[config.mk]
export PLATFORM = sky130hd
export DESIGN_NAME = double_to_sig16b_seq
export DESIGN_NICKNAME = d
export VERILOG_FILES = /design/src/rtl/double_to_sig16b_seq.sv
export SDC_FILE = /design/constraint.sdc
export NUM_CORES = 1
export LEC_CHECK = 0
export CAP_MARGIN = 20
export CORE_MARGIN = 2
export CORE_UTILIZATION = 50
export CTS_CLUSTER_DIAMETER = 80
export DETAILED_ROUTE_END_ITERATION = 6
export GPL_TIMING_DRIVEN = 0
export PLACE_DENSITY = 0.86
export SLEW_MARGIN = 0
export SYNTH_ARGS = -nofsm -noshare
export SYNTH_HDL_FRONTEND = slang
export SYNTH_SLANG_ARGS = --single-unit
export TNS_END_PERCENT = 10
[constraint.sdc]
create_clock -name clk_operation -period 4.5 [get_ports clk_operation]
set_clock_uncertainty 0.1 [all_clocks]
set_input_delay 1.125 -clock clk_operation [delete_from_list [all_inputs] [get_ports clk_operation]]
set_output_delay 1.125 -clock clk_operation [all_outputs]
set_load 0.05 [all_outputs]
[src/rtl/double_to_sig16b_seq.sv]
// Iterative IEEE-754 double to signed 16-bit PCM converter with saturation and special-value handling.
// Build option: define ROUND_NEAREST_EN for round-half-to-even; otherwise the result truncates toward zero.
module double_to_sig16b_seq #(
  parameter logic signed [15:0] NAN_VALUE = 16'sh0000,
  parameter int unsigned        PRESHIFT  = 37
) (
  input  logic               clk_operation,
  input  logic               rst,
  input  logic [63:0]        double,
  input  logic               enable,
  output logic signed [15:0] sig16b,
  output logic               ready,
  output logic               busy,
  output logic               overrun
);

  localparam int unsigned MANT_W = 53;
  localparam int unsigned WORK_W = MANT_W - PRESHIFT;
  localparam int unsigned MAG_W  = WORK_W + 1;
  localparam int unsigned CNT_W  = 5;
  localparam int unsigned EXP_W  = 11;

  localparam logic [EXP_W-1:0]  EXP_SPECIAL = 11'd2047;
  localparam logic [EXP_W-1:0]  EXP_SAT     = 11'd1038;
  localparam logic [EXP_W-1:0]  EXP_MIN     = 11'd1022;
  localparam logic [MAG_W-1:0]  POS_MAX     = MAG_W'(32767);
  localparam logic [MANT_W-1:0] STICKY_MASK = (MANT_W'(1) << (PRESHIFT - 1)) - MANT_W'(1);

  typedef enum logic [1:0] {IDLE, UNPACK, SHIFT, ROUND} state_t;

  state_t              state_q, state_d;
  logic [63:0]         data_q, data_d;
  logic [WORK_W-1:0]   work_q, work_d;
  logic                guard_q, guard_d;
  logic                sticky_q, sticky_d;
  logic [CNT_W-1:0]    cnt_q, cnt_d;
  logic                enable_q;
  logic signed [15:0]  sig_d;
  logic                ready_d;
  logic                overrun_d;

  logic                start_c;
  logic                sign_c;
  logic [EXP_W-1:0]    exp_c;
  logic [51:0]         frac_c;
  logic [MANT_W-1:0]   mant_c;
  logic [MANT_W-1:0]   gshift_c;
  logic                inc_c;
  logic [MAG_W-1:0]    mag_c;

  assign start_c  = enable & ~enable_q;
  assign sign_c   = data_q[63];
  assign exp_c    = data_q[62:52];
  assign frac_c   = data_q[51:0];
  assign mant_c   = {1'b1, frac_c};
  assign gshift_c = mant_c >> (PRESHIFT - 1);

`ifdef ROUND_NEAREST_EN
  assign inc_c = guard_q & (sticky_q | work_q[0]);
`else
  assign inc_c = 1'b0;
`endif

  // Magnitude is one bit wider so a round-up from 0xFFFF cannot wrap.
  assign mag_c = MAG_W'(work_q) + MAG_W'(inc_c);

  // State and datapath registers
  always_ff @(posedge clk_operation or negedge rst) begin
    if (!rst) begin
      state_q  <= IDLE;
      data_q   <= '0;
      work_q   <= '0;
      guard_q  <= 1'b0;
      sticky_q <= 1'b0;
      cnt_q    <= '0;
      enable_q <= 1'b0;
      sig16b   <= '0;
      ready    <= 1'b0;
      busy     <= 1'b0;
      overrun  <= 1'b0;
    end else begin
      state_q  <= state_d;
      data_q   <= data_d;
      work_q   <= work_d;
      guard_q  <= guard_d;
      sticky_q <= sticky_d;
      cnt_q    <= cnt_d;
      enable_q <= enable;
      sig16b   <= sig_d;
      ready    <= ready_d;
      busy     <= (state_d != IDLE);
      overrun  <= overrun_d;
    end
  end

  // Next-state and datapath control
  always_comb begin
    state_d   = state_q;
    data_d    = data_q;
    work_d    = work_q;
    guard_d   = guard_q;
    sticky_d  = sticky_q;
    cnt_d     = cnt_q;
    sig_d     = sig16b;
    ready_d   = 1'b0;
    overrun_d = overrun;

    if (start_c && (state_q != IDLE)) begin
      overrun_d = 1'b1;
    end

    case (state_q)
      IDLE: begin
        if (start_c) begin
          data_d  = double;
          state_d = UNPACK;
        end
      end
      UNPACK: begin
        if ((exp_c == EXP_SPECIAL) && (frac_c != '0)) begin
          sig_d   = NAN_VALUE;
          ready_d = 1'b1;
          state_d = IDLE;
        end else if (exp_c >= EXP_SAT) begin
          sig_d   = sign_c ? 16'sh8000 : 16'sh7FFF;
          ready_d = 1'b1;
          state_d = IDLE;
        end else if (exp_c < EXP_MIN) begin
          sig_d   = '0;
          ready_d = 1'b1;
          state_d = IDLE;
        end else begin
          work_d   = WORK_W'(mant_c >> PRESHIFT);
          guard_d  = gshift_c[0];
          sticky_d = |(mant_c & STICKY_MASK);
          cnt_d    = CNT_W'(EXP_SAT - exp_c);
          state_d  = SHIFT;
        end
      end
      SHIFT: begin
        work_d   = work_q >> 1;
        guard_d  = work_q[0];
        sticky_d = sticky_q | guard_q;
        cnt_d    = cnt_q - CNT_W'(1);
        if (cnt_q == CNT_W'(1)) begin
          state_d = ROUND;
        end
      end
      ROUND: begin
        if (sign_c) begin
          sig_d = 16'(-mag_c);
        end else if (mag_c > POS_MAX) begin
          sig_d = 16'sh7FFF;
        end else begin
          sig_d = 16'(mag_c);
        end
        ready_d = 1'b1;
        state_d = IDLE;
      end
      default: state_d = IDLE;
    endcase
  end

endmodule

== After elaboration in Yosys (flattened, before gate mapping) ==
Index checks and enable logic that the tools add are counted.
Widths: inputs -> output; s select.

* Input port bits: 67
* Flip-flop bits (word level): 107
* Logic and storage cells: 62

* Add/sub/neg operators: 3
* Equality and inequality tests: 9
* Reduce and logical (&&, ||, !) cells: 11
* Multiplexer cells: 25
* Bitwise operators: 2
* $lt $le $gt $ge: 3

{| class="wikitable"
|+ Operators by type and width
! operator !! number
|-
| $mux 16 || 9
|-
| $pmux 16 s2 || 2
|-
| $reduce_bool 52->1 || 1
|-
| $gt 16x15->1 const B || 1
|-
| $neg 16->16 || 1
|-
| $mux 5 || 3
|-
| $eq 11x11->1 const B || 1
|-
| $ge 11x11->1 const B || 1
|-
| $lt 11x10->1 const B || 1
|-
| $mux 2 || 5
|-
| $pmux 5 s2 || 1
|-
| $pmux 2 s4 || 1
|-
| $reduce_bool 2->1 || 4
|-
| $ne 2x2->1 const B || 3
|-
| $eq 5x1->1 const B || 1
|-
| $sub 4x5->5 const A || 1
|-
| $sub 5x1->5 const B || 1
|-
| $eq 2x2->1 const B || 2
|-
| $ne 4x4->1 const B || 1
|-
| $reduce_and 2->1 || 2
|-
| $reduce_and 4->1 || 1
|-
| $mux 1 || 3
|-
| $eq 2x1->1 const B || 1
|-
| $logic_and 1x1->1 || 2
|-
| other kinds (4) || 4
|}

== Logic depth before layout (Yosys ltp) ==
Gate-level depths: netlist of run 1.

* Depth in word-level cells: 6
* Depth in mapped cells: 9
* Mapped depth without buffers: 8

== Worst setup path after synthesis of run 1 ==
No wires, ideal clock.

* Path kind: input-to-reg
* Start point: in enable
* End point: reg data_q[46]
* Arrival time: 2459 ps
* Required time: 4275 ps
* Slack: 1816 ps
* Stages on the path: 5
* Path through: nand2b_1 nor3_1 clkbuf_1 clkbuf_1 mux2_2

* Word-level cells in the longest chain between the ends: 2

{| class="wikitable"
|+ RTL lines
! item !! RTL line !! source
|-
| from (decl) || 10 || <nowiki>input logic enable,</nowiki>
|-
| $and 1x1->1 || 51 || <nowiki>assign start_c = enable & ~enable_q;</nowiki>
|-
| $reduce_and 2->1 (no line) || -- ||
|-
| to (signal assigned) || 83 || <nowiki>data_q <= data_d;</nowiki>
|-
| to (decl) || 32 || <nowiki>logic [63:0] data_q, data_d;</nowiki>
|}

No other way between the ends.
A chain may end at the register's enable or synchronous reset.

== Worst setup path in the final report of run 1 ==
* Start point: in enable
* End point: reg data_q[48]

Same word-level chain as after synthesis.

==> impl_results.rst, run 1 <==
.. list-table::
   :header-rows: 1

   * - Metric
     - Value
   * - Clock transition at the registers of the reported paths
     - around 0.10 ns
   * - Syn. warnings
     - 0
   * - Unrepaired setup endpoints after global routing
     - false
   * - Post-CTS Setup Bufs
     - 0
   * - Measured slew at the worst slew-check pin
     - 0.779 ns
   * - Cell depth of the worst setup path
     - 6
   * - Maximum ir drop on the vdd rail
     - 0.288 mV
   * - MaxCap Viol Count
     - 0
   * - Initial antenna violation count
     - 0
   * - Critical Path, Cell by Cell
     - clkdlybuf4s50_1 > nand2b_1 > nor3_1 > clkbuf_1 > clkbuf_1 > mux2_2
   * - Fin util
     - 0.641
   * - DRC Markers
     - 0
   * - Syn Std Cell Area
     - about 0.0050 mm²
   * - GR Overflow Total
     - 0
   * - Share of final-layout standard cells stronger than drive strength 1
     - 0.155
   * - Most repeated library cell on the critical path
     - sky130_fd_sc_hd__clkbuf_1
   * - Sum of internal, switching and leakage power
     - 0.00434 W
   * - Wire length of the first global-routing pass
     - between 15000 and 20000 µm
   * - Flop and latch count out of synthesis
     - 107
   * - Number of placement rows
     - 36
   * - Number of synthesized flops with an enable pin
     - 0
   * - Count of buffering cells on the critical path with inverters included
     - 3
   * - R2R setup slack
     - around 1.8 ns
   * - Number of buffers inserted by port buffering
     - 85
   * - P_leak
     - approximately 2.5 nW
   * - Share of the clock period used by the worst path
     - 0.730
   * - Synthesized netlist net count
     - between 500 and 600
   * - Most frequent standard cell in the layout excluding fill and tap cells
     - sky130_fd_sc_hd__dfrtp_1
   * - Number of design-rule violations left by the first detailed-router iteration
     - about 200
   * - Aggregate routed wire length
     - around 11000 µm
   * - Overall die area
     - 0.0108 mm²
   * - Crit-path slowest cell
     - sky130_fd_sc_hd__clkbuf_1
   * - Worst-path maximum fanout
     - 10
   * - Post-layout nets
     - between 600 and 700
   * - GP Congestion
     - between 0.8 and 0.9
   * - Die Height
     - approximately 100 µm
   * - Classification of the worst setup path
     - in -> reg
   * - Filler Cell Count
     - 770
   * - Vias after detailed routing
     - 3950
   * - Number of CTS-inserted buffers
     - 9
   * - Number of global-route vias before repair
     - 3962
   * - Number of optimization iterations in the first detailed-route pass
     - 5
   * - Fraction of the yosys area taken by sequential cells
     - 0.534
   * - Clk sink count
     - about 110
   * - Capture point of the worst path
     - data_q[48]
   * - Hold buffers post-CTS
     - 0
   * - Classification of the worst-slack hold path
     - reg -> reg
   * - Number of setup violations in the final report
     - 0
   * - Leading cell types in the layout, fill and taps excluded
     - 107 x sky130_fd_sc_hd__dfrtp_1, 84 x sky130_fd_sc_hd__clkdlybuf4s50_1, 49 x sky130_fd_sc_hd__mux2_2
   * - Routed len/inst
     - roughly 16 µm
   * - Clock root buffer master
     - sky130_fd_sc_hd__clkbuf_8
   * - Clock latency on the worst-skew pair
     - about 0.36 ns
   * - Critical Path End Type
     - flop
   * - Placed insts
     - about 670
   * - Largest buffer count on any clock path
     - 2
   * - Maximum clock frequency
     - about 300 MHz
   * - Prevailing post-synth register cell
     - sky130_fd_sc_hd__dfrtp_1
   * - CTS tree
     - yes
   * - H-tree lvl count
     - 3
   * - Final cell count without fillers
     - 688
   * - IO Pins
     - 86
   * - Effective utilization at floorplan
     - 0.513
   * - Hold Violations, Final
     - 0
   * - Cell Pwr Density
     - roughly 690 mW/mm²
   * - Number of antenna cells inserted
     - 0
   * - Relative slew slack
     - 0.478
   * - Shortest period the worst path allows
     - 3.28 ns
   * - Data arrival time of the worst path
     - approximately 3.4 ns
   * - Max-slew violation count
     - 0
   * - Area added between synthesis and finish
     - 25.1%
   * - Core region area
     - just under 0.01 mm²
   * - Reg-to-Reg End
     - work_q[8]
   * - Setup crit start
     - enable
   * - Final instance area
     - 0.00627 mm²
   * - Final total negative setup slack
     - 0 ns
   * - Floorplan die width
     - roughly 100 µm
   * - Syn_area_per_cell
     - about 11 µm²
   * - Count of distinct cell types in the synthesized netlist
     - between 50 and 60
   * - Largest net degree at the start of global routing
     - 75
   * - Setup crit start kind
     - input pin
   * - WP data required
     - 4.65 ns
   * - Dpl cell area
     - slightly above 0.006 mm²
   * - Average vias per placed instance
     - 5.74
   * - GR Util All Layers
     - 0.217
   * - Number of cells produced by synthesis
     - approximately 450
   * - Startpoint of the most critical register-to-register path
     - data_q[59]
   * - R2r worst-path depth
     - 6
   * - Detail Placement HPWL
     - between 8000 and 9000 µm
   * - Maximum single-stage delay on the critical path
     - between 0.4 and 0.5 ns
   * - Family with the most delay on the worst path
     - buffers and inverters
   * - Antenna-violating nets left
     - 0
   * - Fraction of synthesis flops using an asynchronous set or reset pin
     - 1.00
   * - Number of gates resized after cts
     - 0
   * - Status
     - finished clean
-- area by class of cell --
| cell class | instances | area [µm²] | area share |
|---|---|---|---|
| timing repair buffer | 86 | 876 | 0.140 |
| multi-input combinational | 307 | 2150 | 0.343 |
| buffer | 28 | 141 | 0.0226 |
| clock buffer | 10 | 138 | 0.0220 |
| sequential | 107 | 2680 | 0.427 |
| tap | 133 | 166 | 0.0265 |
| inverter | 11 | 41.3 | 0.00659 |
| clock inverter | 6 | 77.6 | 0.0124 |
-- how the worst min path moves through the flow --
stage               startpoint          to  slack [ns]  depth (start not counted)
floorplan           data_q[11]  data_q[11]        0.36                          1
global placement       overrun     overrun        0.37                          1
detailed placement     overrun     overrun        0.37                          1
CTS                    overrun     overrun        0.40                          1
global route           overrun     overrun        0.41                          1
finish                 overrun     overrun        0.39                          1
-- metal layers --
metal  GRT usage  vias to the layer above  routed length (µm)
met5           0                        -                   0
met4      0.0763                        0                 159
met3      0.0583                       12                 861
met2       0.358                      153                5460
met1       0.277                     1942                4720
li1            -                     1843                   -
-- Yosys cell counts, types with 2 or more instances --
| cell type | instances | area share |
|---|---|---|
| sky130_fd_sc_hd__dfrtp_1 | 107 | 0.53 |
| sky130_fd_sc_hd__mux2_2 | 49 | 0.11 |
| sky130_fd_sc_hd__nand2_1 | 46 | 0.034 |
| sky130_fd_sc_hd__nor2_1 | 43 | 0.032 |
| sky130_fd_sc_hd__a31oi_1 | 30 | 0.037 |
| sky130_fd_sc_hd__clkbuf_1 | 20 | 0.015 |
| sky130_fd_sc_hd__nor4_1 | 17 | 0.021 |
| sky130_fd_sc_hd__mux2_1 | 13 | 0.029 |
| sky130_fd_sc_hd__a21oi_1 | 10 | 0.010 |
| sky130_fd_sc_hd__o221ai_1 | 10 | 0.017 |
| sky130_fd_sc_hd__inv_1 | 9 | 0.0067 |
| sky130_fd_sc_hd__xor2_1 | 8 | 0.014 |
| sky130_fd_sc_hd__ha_1 | 6 | 0.015 |
| sky130_fd_sc_hd__nand3_1 | 6 | 0.0060 |
| sky130_fd_sc_hd__o21ai_0 | 6 | 0.0060 |
| sky130_fd_sc_hd__xnor2_1 | 6 | 0.010 |
| sky130_fd_sc_hd__nand4_1 | 5 | 0.0062 |
| sky130_fd_sc_hd__nor3_1 | 5 | 0.0050 |
| sky130_fd_sc_hd__o21ai_1 | 5 | 0.0050 |
| sky130_fd_sc_hd__or4_1 | 4 | 0.0060 |
| sky130_fd_sc_hd__and4_1 | 3 | 0.0052 |
| sky130_fd_sc_hd__buf_6 | 3 | 0.0067 |
| sky130_fd_sc_hd__o211ai_1 | 3 | 0.0045 |
| sky130_fd_sc_hd__or2_2 | 3 | 0.0037 |
| sky130_fd_sc_hd__a31o_2 | 2 | 0.0035 |
| sky130_fd_sc_hd__buf_2 | 2 | 0.0020 |
| sky130_fd_sc_hd__inv_2 | 2 | 0.0015 |
| sky130_fd_sc_hd__nand2b_1 | 2 | 0.0025 |
| sky130_fd_sc_hd__nor2b_1 | 2 | 0.0025 |
| sky130_fd_sc_hd__or3_1 | 2 | 0.0025 |
-- cells by family (layout without fill, tap and decap cells) --
family	count (synthesis)	after routing	share of synthesized area
muxes	63	63	0.141
buffers and inverters	39	141	0.0364
AOI/OAI and AO/OA	78	78	0.105
DFF	107	107	0.534
xor gates and xnor gates	14	14	0.0245
and+or+nand+nor	146	146	0.144
adders and majority gates	6	6	0.0150
-- where the power goes --
group,total (W),switching (W),internal (W),leakage [nW]
sequential,0.00182,0.000385,0.00144,1.26
clock,0.000637,0.000352,0.000285,0.107
combinational,0.00189,0.00107,0.000813,1.12
-- flip-flops by register name (all words and copies together) (netlist names) --
register  flops
work_q       16
overrun       1
sig16b       16
enable_q      1
data_q       64
state_q       2
ready         1
cnt_q         5
busy          1
-- per-stage QoR --
| stage | setup WS (ns) | hold WS, ns |
|---|---|---|
| 2_1_floorplan | 1.82 | 0.359 |
| 3_3_place_gp | -1.56 | 0.365 |
| 3_5_place_dp | 0.850 | 0.374 |
| 4_1_cts | 1.23 | 0.401 |
| 5_1_grt | 1.05 | 0.409 |
| 6_report | 1.22 | 0.394 |
-- worst reg2reg max path: stages (launching register included) --
cell and delay [ns]:
sky130_fd_sc_hd__dfrtp_1 0.42, sky130_fd_sc_hd__nor4_1 0.41, sky130_fd_sc_hd__o2111ai_1 0.33, sky130_fd_sc_hd__a31oi_1 0.69, sky130_fd_sc_hd__clkbuf_1 0.43, sky130_fd_sc_hd__nor2_1 0.09, sky130_fd_sc_hd__a31oi_1 0.15
No activity file was read; power rests on OpenSTA's default activity.
==> run 2: changes to the inputs <==
--- a/config.mk
+++ b/config.mk
@@ -7,7 +7,7 @@
 export LEC_CHECK = 0
 export CAP_MARGIN = 20
 export CORE_MARGIN = 2
-export CORE_UTILIZATION = 50
+export CORE_UTILIZATION = 48
 export CTS_CLUSTER_DIAMETER = 80
 export DETAILED_ROUTE_END_ITERATION = 6
 export GPL_TIMING_DRIVEN = 0
==> constraint.sdc (replaced) <==
create_clock -name clk_operation -period 2.65 [get_ports clk_operation]
set_clock_uncertainty 0.1 [all_clocks]
set_input_delay 0.6625 -clock clk_operation [delete_from_list [all_inputs] [get_ports clk_operation]]
set_output_delay 0.6625 -clock clk_operation [all_outputs]
set_load 0.05 [all_outputs]
==> run 2 against run 1 <==
Design area increased by 0.22%; hold slack got worse by 0.26 ns; largest power group unchanged; cell count increased by 0.44%; die area increased by 4.0%; sequential power increased by 70%; critical path type is now reg -> reg; combinational power increased by 69%; critical path depth decreased by 1; largest cell class unchanged; highest routed layer unchanged; setup slack got worse by 1.1 ns; non-clock buffer count unchanged; critical endpoint is now sig16b[15].
==> impl_results.rst, run 2 (synthesis gave the netlist of run 1 again) <==
.. list-table::
   :header-rows: 1

   * - Metric
     - Value
   * - Critical Path End Type
     - flop (unchanged)
   * - Clock latency on the worst-skew pair
     - 0.36 ns (about the same)
   * - Initial antenna violation count
     - 0 (unchanged)
   * - Final cell count without fillers
     - 691 (was 688)
   * - Vias after detailed routing
     - 3844 (was 3950)
   * - Classification of the worst-slack hold path
     - in -> async (was reg -> reg)
   * - Unrepaired setup endpoints after global routing
     - false (unchanged)
   * - Number of optimization iterations in the first detailed-route pass
     - 5 (unchanged)
   * - Leading cell types in the layout, fill and taps excluded
     - 107 x sky130_fd_sc_hd__dfrtp_1, 84 x sky130_fd_sc_hd__clkdlybuf4s50_1, 49 x sky130_fd_sc_hd__mux2_2 (unchanged)
   * - Maximum clock frequency
     - approximately 400 MHz
   * - Final hold slack
     - 0.130 ns (was 0.394 ns)
   * - Switch share
     - 0.413 (was 0.417)
   * - Number of buffers inserted by port buffering
     - 85 (unchanged)
   * - Crit-path slowest cell
     - sky130_fd_sc_hd__or4_4 (was sky130_fd_sc_hd__clkbuf_1)
   * - Max-slew violation count
     - 0 (unchanged)
   * - Clock Power Share
     - 0.139 (was 0.147)
   * - Maximum single-stage delay on the critical path
     - 0.60 ns (was 0.49 ns)
   * - IO Pins
     - 86 (unchanged)
   * - GR Util All Layers
     - 0.214 (was 0.217)
   * - Number of design-rule violations left by the first detailed-router iteration
     - 206 (was 203)
   * - Average vias per placed instance
     - 5.56 (was 5.74)
   * - Placed insts
     - 675 (was 672)
   * - Number of placement rows
     - 37 (was 36)
   * - Detail Placement HPWL
     - 8420 µm (was 8210 µm)
   * - Post-CTS Setup Bufs
     - 0 (unchanged)
   * - Classification of the worst setup path
     - reg -> reg (was in -> reg)
   * - Setup crit start kind
     - flop (was input pin)
   * - Cell Pwr Density
     - 1160 mW/mm² (was 693 mW/mm²)
   * - Overall die area
     - 0.0113 mm² (was 0.0108 mm²)
   * - GP Congestion
     - 0.875 (was 0.844)
   * - Largest buffer count on any clock path
     - 2 (unchanged)
   * - Antenna-violating nets left
     - 0 (unchanged)
   * - Net switching power figure
     - 0.00302 W (was 0.00181 W)
   * - Filler Cell Count
     - 814 (was 770)
   * - Number of global-route vias before repair
     - 3856 (was 3962)
   * - Shortest period the worst path allows
     - 2.51 ns
   * - Clock transition at the registers of the reported paths
     - 0.10 ns (about the same)
   * - Max reg flops
     - 64 (unchanged)
   * - Critical Path, Cell by Cell
     - or4_4 > or3_4 > or4_1 > a41oi_1 > a21oi_1 (was clkdlybuf4s50_1 > nand2b_1 > nor3_1 > clkbuf_1 > clkbuf_1 > mux2_2)
   * - Floorplan die width
     - 106 µm (was 104 µm)
   * - Share of final-layout standard cells stronger than drive strength 1
     - 0.162 (was 0.155)
   * - Part of the power in registers
     - 0.423 (was 0.419)
   * - Top Registers
     - data_q x64, sig16b x16, work_q x16 (unchanged)
   * - Most frequent standard cell in the layout excluding fill and tap cells
     - sky130_fd_sc_hd__dfrtp_1 (unchanged)
   * - Number of CTS-inserted buffers
     - 9 (unchanged)
   * - Share of the clock period used by the worst path
     - 0.947
   * - Measured slew at the worst slew-check pin
     - 0.587 ns (was 0.779 ns)
   * - Status
     - finished clean (unchanged)
   * - R2r worst-path depth
     - 5 (was 6)
   * - Combinational fraction of design power
     - 0.438 (was 0.434)
   * - Routed len/inst
     - 16.2 µm (was 16.3 µm)
   * - MaxCap Viol Count
     - 0 (unchanged)
   * - Relative slew slack
     - 0.605 (was 0.478)
   * - Die Height
     - 106 µm (was 104 µm)
   * - Hold Violations, Final
     - 0 (unchanged)
   * - Internal power
     - 0.00430 W (was 0.00253 W)
   * - Maximum ir drop on the vdd rail
     - 0.531 mV (was 0.288 mV)
   * - Top register by number of flip-flops
     - data_q (unchanged)
   * - P_leak
     - 2.49 nW (was 2.48 nW)
   * - DRC Markers
     - 0 (unchanged)
   * - Wire length of the first global-routing pass
     - 19200 µm (was 19300 µm)
   * - Data arrival time of the worst path
     - 2.64 ns (was 3.43 ns)
   * - Area added between synthesis and finish
     - 25.4% (was 25.1%)
   * - Aggregate routed wire length
     - 11200 µm (about the same)
   * - Fin util
     - 0.614 (was 0.641)
   * - H-tree lvl count
     - 3 (unchanged)
   * - Highest layer used for signal routing
     - met4 (unchanged)
   * - Clock root buffer master
     - sky130_fd_sc_hd__clkbuf_8 (unchanged)
   * - GR Overflow Total
     - 0 (unchanged)
   * - Clk sink count
     - 107 (unchanged)
   * - Largest net degree at the start of global routing
     - 75 (unchanged)
   * - CTS tree
     - yes (unchanged)
   * - Met2 Wirelength
     - 5600 µm (was 5460 µm)
   * - Wire length on met3
     - 562 µm (was 861 µm)
   * - Core region area
     - 0.0102 mm² (was 0.00977 mm²)
   * - Worst-path maximum fanout
     - 7 (was 10)
   * - WP data required
     - 2.79 ns (was 4.65 ns)
   * - Number of antenna cells inserted
     - 0 (unchanged)
   * - Post-layout nets
     - 623 (unchanged)
   * - Number of setup violations in the final report
     - 0 (unchanged)
   * - Effective utilization at floorplan
     - 0.490 (was 0.513)
   * - Post-route met1 wirelength
     - 4880 µm (was 4720 µm)
[run 2: area by class of cell]
| cell class | count | area, µm² | area share |
|---|---|---|---|
| plain buffers | 28 | 145 | 0.0231 |
| clock buffers | 11 | 141 | 0.0225 |
| clock inverters | 5 | 60.1 | 0.00956 |
| inverters | 11 | 41.3 | 0.00657 |
| multi-input cells | 307 | 2170 | 0.346 |
| flip-flops and latches | 107 | 2680 | 0.426 |
| well taps | 136 | 170 | 0.0271 |
| repair buffers | 86 | 876 | 0.139 |
[run 2: timing repair]
action	CTS	global route
resized for setup	2	5
hold buffers	0	0
hold endpoints to repair	0	0
setup endpoints to repair	28	44
[run 2: critical path, delay by kind of cell (launching register included)]
kind / cells / cell delay [ns]
AOI/OAI and AO/OA: 2 / 0.34
and+or+nand+nor: 3 / 1.47
DFF: 1 / 0.48
[run 2: through the flow]
stage          power (W)  setup slack (ns)  cell area (µm²)  TNS [ns]
3_3_place_gp     0.00614             -3.00             6030   -335.46
3_5_place_dp     0.00630            -0.673             6060    -19.08
5_1_grt          0.00787         0.0000877             6280         0
4_1_cts          0.00731           0.00828             6260         0
2_1_floorplan    0.00528             0.335             5010         0
6_report         0.00732             0.141             6280         0
[run 2: worst paths after layout]
path,start,to,slack (ns)
min,rst,state_q[0],0.13
min in group clk_operation,overrun,overrun,0.39
max,work_q[8],sig16b[15],0.14
max reg2reg,work_q[8],sig16b[15],0.14
max in group asynchronous,rst,data_q[30],1.60
min reg2reg,overrun,overrun,0.39
[run 2: power by group through the flow]
stage	clock, W	sequential (W)	combinational, W
2_1_floorplan	0	0.00339	0.00189
3_3_place_gp	0	0.00305	0.00308
3_5_place_dp	0	0.00312	0.00318
4_1_cts	0.00103	0.00309	0.00319
5_1_grt	0.00111	0.00321	0.00355
6_report	0.00102	0.00310	0.00320
[run 2: metal layers]
layer  track usage  vias up
li1              -     1835
met1         0.282     1890
met2         0.361      108
met3        0.0405       11
met4        0.0611        0
met5             0        -
